==> config.mk <==
export PLATFORM = sky130hd
export DESIGN_NAME = mem_arb
export DESIGN_NICKNAME = d
export VERILOG_FILES = /design/src/rtl/mem_arb.sv
export SDC_FILE = /design/constraint.sdc
export NUM_CORES = 1
export LEC_CHECK = 0
export BUFFER_PORTS_ARGS = -buffer_cell sky130_fd_sc_hd__clkbuf_2
export CAP_MARGIN = 10
export CELL_PAD_IN_SITES_DETAIL_PLACEMENT = 0
export CELL_PAD_IN_SITES_GLOBAL_PLACEMENT = 1
export CORE_MARGIN = 3
export CORE_UTILIZATION = 36
export DETAILED_ROUTE_END_ITERATION = 16
export GPL_TIMING_DRIVEN = 0
export PLACE_DENSITY = 0.91
export REMOVE_ABC_BUFFERS = 1
export SYNTH_ARGS = -nofsm -noshare
export SYNTH_HDL_FRONTEND = slang
export SYNTH_SLANG_ARGS = --single-unit
==> constraint.sdc <==
create_clock -name clk -period 2.4 [get_ports clk]
set_input_delay 0.48 -clock clk [delete_from_list [all_inputs] [get_ports clk]]
set_output_delay 0.48 -clock clk [all_outputs]
set_load 0.005 [all_outputs]
==> src/rtl/mem_arb.sv <==
// Single-port memory arbiter/sequencer: fetch vs data requester, fixed wait-state window, one-cycle ack.
// Define MYCPU_ARB_RR_EN for round-robin arbitration; otherwise data has fixed priority over fetch.
module mem_arb #(
  parameter int AW          = 16,
  parameter int DW          = 16,
  parameter int WAIT_CYCLES = 2
) (
  input  logic          clk,
  input  logic          rst_n,
  input  logic          if_req_in,
  input  logic [AW-1:0] if_addr_in,
  output logic          if_ack_out,
  output logic [DW-1:0] if_rdata_out,
  input  logic          d_req_in,
  input  logic          d_we_in,
  input  logic [AW-1:0] d_addr_in,
  input  logic [DW-1:0] d_wdata_in,
  output logic          d_ack_out,
  output logic [DW-1:0] d_rdata_out,
  output logic          mem_en_out,
  output logic          mem_we_out,
  output logic [AW-1:0] mem_addr_out,
  output logic [DW-1:0] mem_wdata_out,
  input  logic [DW-1:0] mem_rdata_in,
  output logic          busy_out
);

  typedef enum logic [1:0] {IDLE, ACCESS, RESP} state_t;

  state_t     state;
  logic [3:0] cnt;
  logic       sel_d;    // current winner is the data requester
  logic       grant_d;

`ifdef MYCPU_ARB_RR_EN
  logic last_d;         // last grant went to data; reset value means fetch

  // On a tie the requester not granted last wins; a lone requester always wins.
  always_comb begin
    // NOTE: a default assignment first keeps this block free of inferred latches.
    grant_d = 1'b0;
    if (d_req_in && (!if_req_in || !last_d)) grant_d = 1'b1;
  end
`else
  always_comb begin
    grant_d = 1'b0;
    if (d_req_in) grant_d = 1'b1;
  end
`endif

  // The mem_* registers double as the latched operands, so they stay stable through ACCESS.
  // NOTE: sequential state uses non-blocking assignments so every register sees pre-edge values.
  always_ff @(posedge clk or negedge rst_n) begin
    if (!rst_n) begin
      state         <= IDLE;
      cnt           <= '0;
      sel_d         <= 1'b0;
      if_ack_out    <= 1'b0;
      if_rdata_out  <= '0;
      d_ack_out     <= 1'b0;
      d_rdata_out   <= '0;
      mem_en_out    <= 1'b0;
      mem_we_out    <= 1'b0;
      mem_addr_out  <= '0;
      mem_wdata_out <= '0;
      busy_out      <= 1'b0;
`ifdef MYCPU_ARB_RR_EN
      last_d        <= 1'b0;
`endif
    end else begin
      case (state)
        IDLE: begin
          if (if_req_in || d_req_in) begin
            state         <= ACCESS;
            cnt           <= 4'(WAIT_CYCLES);
            sel_d         <= grant_d;
            busy_out      <= 1'b1;
            mem_en_out    <= 1'b1;
            mem_we_out    <= grant_d & d_we_in;
            mem_addr_out  <= grant_d ? d_addr_in : if_addr_in;
            mem_wdata_out <= grant_d ? d_wdata_in : mem_wdata_out;
`ifdef MYCPU_ARB_RR_EN
            last_d        <= grant_d;
`endif
          end
        end
        ACCESS: begin
          if (cnt == 4'd0) begin
            state      <= RESP;
            mem_en_out <= 1'b0;
            mem_we_out <= 1'b0;
            if (sel_d) begin
              d_ack_out <= 1'b1;
              if (!mem_we_out) d_rdata_out <= mem_rdata_in;
            end else begin
              if_ack_out   <= 1'b1;
              if_rdata_out <= mem_rdata_in;
            end
          end else begin
            cnt <= cnt - 4'd1;
          end
        end
        RESP: begin
          state      <= IDLE;
          if_ack_out <= 1'b0;
          d_ack_out  <= 1'b0;
          busy_out   <= 1'b0;
        end
        default: state <= IDLE;
      endcase
    end
  end

endmodule

**Yosys cells after proc, flatten, opt, wreduce, memory -nomap -nowiden**

Index checks and enable logic that the tools add are counted.

- Logic and storage cells: 59
- Output and inout port bits: 69
- Bits in registers: 76
- Bits of input ports: 69

- Bitwise gates (word level): 3
- Equality and inequality tests: 7
- Mux-type cells: 20
- Reduce and logical (&&, ||, !) cells: 16
- Add/sub/neg operators: 1

Operators with widths:

| kind | number |
|---|---|
| AND reduction 3 bit | 6 |
| 2-to-1 mux 16 bit | 1 |
| inequality test 2 bit (second input constant) | 5 |
| case mux 1 bit (2 select lines) | 5 |
| 2-to-1 mux 1 bit | 8 |
| 2-to-1 mux 4 bit | 2 |
| case mux 4 bit (2 select lines) | 1 |
| AND reduction 2 bit | 3 |
| nonzero test 2 bit | 3 |
| zero test 4 bit | 1 |
| 2-to-1 mux 2 bit | 2 |
| case mux 2 bit (2 select lines) | 1 |
| AND reduction 4 bit | 1 |
| subtractor 4 x 1 -> 4 bit (second input constant) | 1 |
| equality test 2 x 1 -> 1 bit (second input constant) | 1 |
| equality test 2 bit (second input constant) | 1 |
| zero test 2 bit | 1 |
| NOT 1 bit | 2 |
| AND 1 bit | 1 |
| logical OR 1 bit | 1 |

**Depth between registers and ports, before layout**

- Word-level depth: 4
- Gate-level depth with buffers: 7
- Depth with buffers taken out: 6

**Least setup slack after synthesis**

Ideal clock, no wire load.

- Kind: reg-to-reg
- Start: register cnt[0]
- End: register if_rdata_out[0]
- Stages on the path, launching flop included: 8
- Period minus slack after synthesis: 2,063 ps
- Data arrival time: 1,938 ps
- Path slack: 337 ps
- Library setup time: 125 ps
- Cells stage by stage: dfrtp_1 > inv_1 > ha_1 > or3b_4 > or3_1 > buf_6 > buf_12 > mux2_4

- Word-level cells in the longest chain between the ends: 2

Ends and longest elaborated chain:

| what | RTL line | text |
|---|---|---|
| from (decl) | 31 | `logic [3:0] cnt;` |
| from (signal assigned) | 75 | `cnt <= 4'(WAIT_CYCLES);` |
| from (signal assigned) | 100 | `cnt <= cnt - 4'd1;` |
| zero test 4 bit | 88 | `if (cnt == 4'd0) begin` |
| AND reduction 3 bit (no line) | - |  |
| to (signal assigned) | 97 | `if_rdata_out <= mem_rdata_in;` |
| to (decl) | 13 | `output logic [DW-1:0] if_rdata_out,` |

No other way between the ends.
A chain may end at the register's enable or synchronous reset.

**Final worst setup path**

- Start: register cnt[0]
- End: register if_rdata_out[13]

Same word-level chain as after synthesis.

==> out/qor.csv <==
stage;metric;value;unit
routing;1st-iter DRT viols;96;
setup_path;WP data arrival;2340;ps
yosys;post-synth top area share;0.604;
job;Max Cap Violations;0;
routing;via count;2334;
sta;RSZ-0062 raised after global routing;false;
hold_path;worst hold-check path type;in2async;
die;Die X;99.5;um
layout;layout cells sized above 1;0.554;
global_routing;vias in the first global route;2450;
global_routing;largest net degree at the start of global routing;48;
routing;drt total wl;7230;um
yosys;Seq cells post-synth;76;
placed_design;hpwl dp;5420;um
die;Core Region;8340;um2
clocking;clock buffer count from CTS;9;
die;I/O pin count;138;
yosys;Cell variety after synth;35;
placed_design;gp weighted congestion;0.750;
global_routing;GRT Overall Usage;0.154;
yosys;dominant cell type by area after synthesis;dfrtp_1;
routing;routed len/inst;15.1;um
clocking;H-tree depth;3;
clocking;Hold-fix buffers, CTS;0;
setup_path;CP max stage cell;or3_4;
pwr;Flop pwr share;0.441;
setup_path;Slowest Stage Delay on Critical Path;530;ps
sta;max_slew headroom;0.277;
pwr;Clk pwr share;0.182;
layout;cell area after layout;4140;um2
sta;share of the clock period used by the worst path;0.885;
setup_path;CP Capture Type;flop;
placed_design;placed cells;461;
routing;Remaining DRCs;0;
pwr;Max VDD drop;0.600;mV
sta;Worst Skew;7.69;ps
clocking;Clock Tree Root;clkbuf_8;
setup_path;CP required;2620;ps
die;Die H;99.5;um
pwr;NetSw;1680;uW
yosys;Post-Syn Area;3150;um2
layout;ant diodes;0;
die;initial core utilization;0.378;
status;status;finished clean;
placed_design;Setup WS pre-CTS;-79.5;ps
yosys;post-synthesis average cell area;13.8;um2
die;die area;9910;um2
setup_path;critical path type;reg2reg;
yosys;Synth Warn #;0;
sta;TNS Setup;0;ps
clocking;worst skew pair latency;340;ps
layout;Area Overhead vs Synth;31.4;%
yosys;sequential share of the synthesized area;0.604;
sta;FMAX;0.471;GHz
layout;most common library cell in the layout ignoring fill and taps;clkbuf_2;
routing;Pre-antenna DRT Iters;4;
setup_path;Setup crit start kind;flop;
clocking;clock sink count;76;
global_routing;grt total ovfl;0;
clocking;Worst-path clk slew;70;ps
global_routing;global-route wire length before repair;12000;um
pwr;P_leak;0.00209;uW
global_routing;antenna violations before repair;0;
layout;final std cells w/o fill;477;
routing;ANT nets after route;0;
pwr;PD cells;1250;nW/um2
sta;# setup viols final;0;
sta;Slew @ Worst Pin;1080;ps
setup_path;worst path cell trace;inv_1 > ha_1 > or3b_4 > or3_4 > mux2_4;
yosys;Cells after Synth;229;
clocking;TritonCTS clock tree;built;
placed_design;placed cell area;3930;um2
routing;drt via density;4.89;
clocking;Longest Clk Path Bufs;2;
setup_path;CP max FO;17;
sta;final hold vios;0;
pwr;Pint;3490;uW
layout;nets@finish;438;
yosys;top cells by area, synth;dfrtp_1 60%, mux2_2 14%, o21ai_0 5.6%;
sta;Min Clock Period, post-route;2120;ps
die;row count;33;
sta;final max-slew violation count;0;
pwr;Comb pwr share;0.377;
placed_design;Port-buffer cells;137;
layout;most frequent cells in the layout;136 x clkbuf_2, 76 x dfrtp_1, 39 x mux2_2;
layout;Util after Layout;0.496;
sta;final worst setup slack;277;ps
pwr;Sw Ratio;0.325;
cell families (layout without fill, tap and decap cells):
| family | after synthesis | in the layout | share of synthesized area |
|---|---|---|---|
| compound gates | 45 | 45 | 0.0791 |
| fa+ha+maj | 2 | 2 | 0.00794 |
| buf+inv | 15 | 158 | 0.0270 |
| flops | 76 | 76 | 0.604 |
| mux | 64 | 64 | 0.233 |
| simple gates | 27 | 27 | 0.0489 |
metrics by stage:
stage	power (uW)	hold slack (ps)
2_1_floorplan	3300	184
3_3_place_gp	4170	464
3_5_place_dp	4280	470
4_1_cts	5260	100
5_1_grt	5610	118
6_report	5170	104
path summary, 6_finish.rpt:
check                                from           endpoint  slack, ps  depth (start not counted)
setup / recovery                   cnt[0]   if_rdata_out[13]        280                          5
hold / removal                      rst_n   mem_addr_out[14]        100                          1
setup reg to reg                   cnt[0]   if_rdata_out[13]        280                          5
hold reg to reg                mem_en_out         mem_en_out        490                          1
max in group asynchronous           rst_n    if_rdata_out[2]       1720                          2
min in group clk           d_wdata_in[13]  mem_wdata_out[13]        360                          2
flip-flops by register name, summed over array words and instances (netlist names):
| register | cells |
|---|---|
| mem_wdata_out | 16 |
| mem_we_out | 1 |
| d_ack_out | 1 |
| if_rdata_out | 16 |
| d_rdata_out | 16 |
| sel_d | 1 |
| cnt | 4 |
| state | 2 |
| if_ack_out | 1 |
| mem_addr_out | 16 |
| busy_out | 1 |
| mem_en_out | 1 |
layer usage:
layer / routed length, um / up-vias / global-route usage
li1: - / 1096 / -
met1: 2880 / 1141 / 0.180
met2: 3670 / 86 / 0.266
met3: 542 / 11 / 0.0435
met4: 129 / 0 / 0.0609
met5: 0 / - / 0
power groups by stage:
stage	clock network, uW	registers, uW	logic, uW
3_5_place_dp	0	2300	1980
4_1_cts	980	2290	2000
3_3_place_gp	0	2260	1910
5_1_grt	1050	2380	2180
2_1_floorplan	0	2300	996
6_report	941	2280	1950
final cells by class:
| type | instances | area [um2] |
|---|---|---|
| inverter | 4 | 15.0 |
| timing repair buffer | 138 | 716 |
| sequential | 76 | 1900 |
| tap | 105 | 131 |
| multi-input combinational | 138 | 1180 |
| clock buffer | 11 | 131 |
| clock inverter | 5 | 62.6 |
| fill | 782 | 4200 |
repair_timing:
| item | in CTS | in global routing |
|---|---|---|
| resized for setup | 2 | 2 |
| setup buffers | 0 | 0 |
| endpoints found under the setup margin | 32 | 32 |
cell usage after synthesis, drive strengths merged:
master / n
a21o: 2
a21oi: 1
a22o: 1
a32o: 1
and2: 1
and2b: 1
buf: 7
clkbuf: 4
dfrtp: 76
ha: 2
inv: 4
mux2: 48
mux2i: 16
nand2: 5
nand2b: 2
nand3: 3
nand4b: 1
nor2: 6
nor2b: 1
nor3: 2
nor3b: 1
o211ai: 1
o21a: 1
o21ai: 36
o22ai: 1
o31a: 1
or2: 1
or3: 1
or3b: 1
or4: 1
critical path, delay by kind of cell, from the launching register on:
kind / cells / cell delay [ps]
and+or+nand+nor: 2 / 940
DFF: 1 / 380
adders and majority gates: 1 / 220
buffers and inverters: 1 / 110
muxes: 1 / 350
No activity file was read; power rests on OpenSTA's default activity.
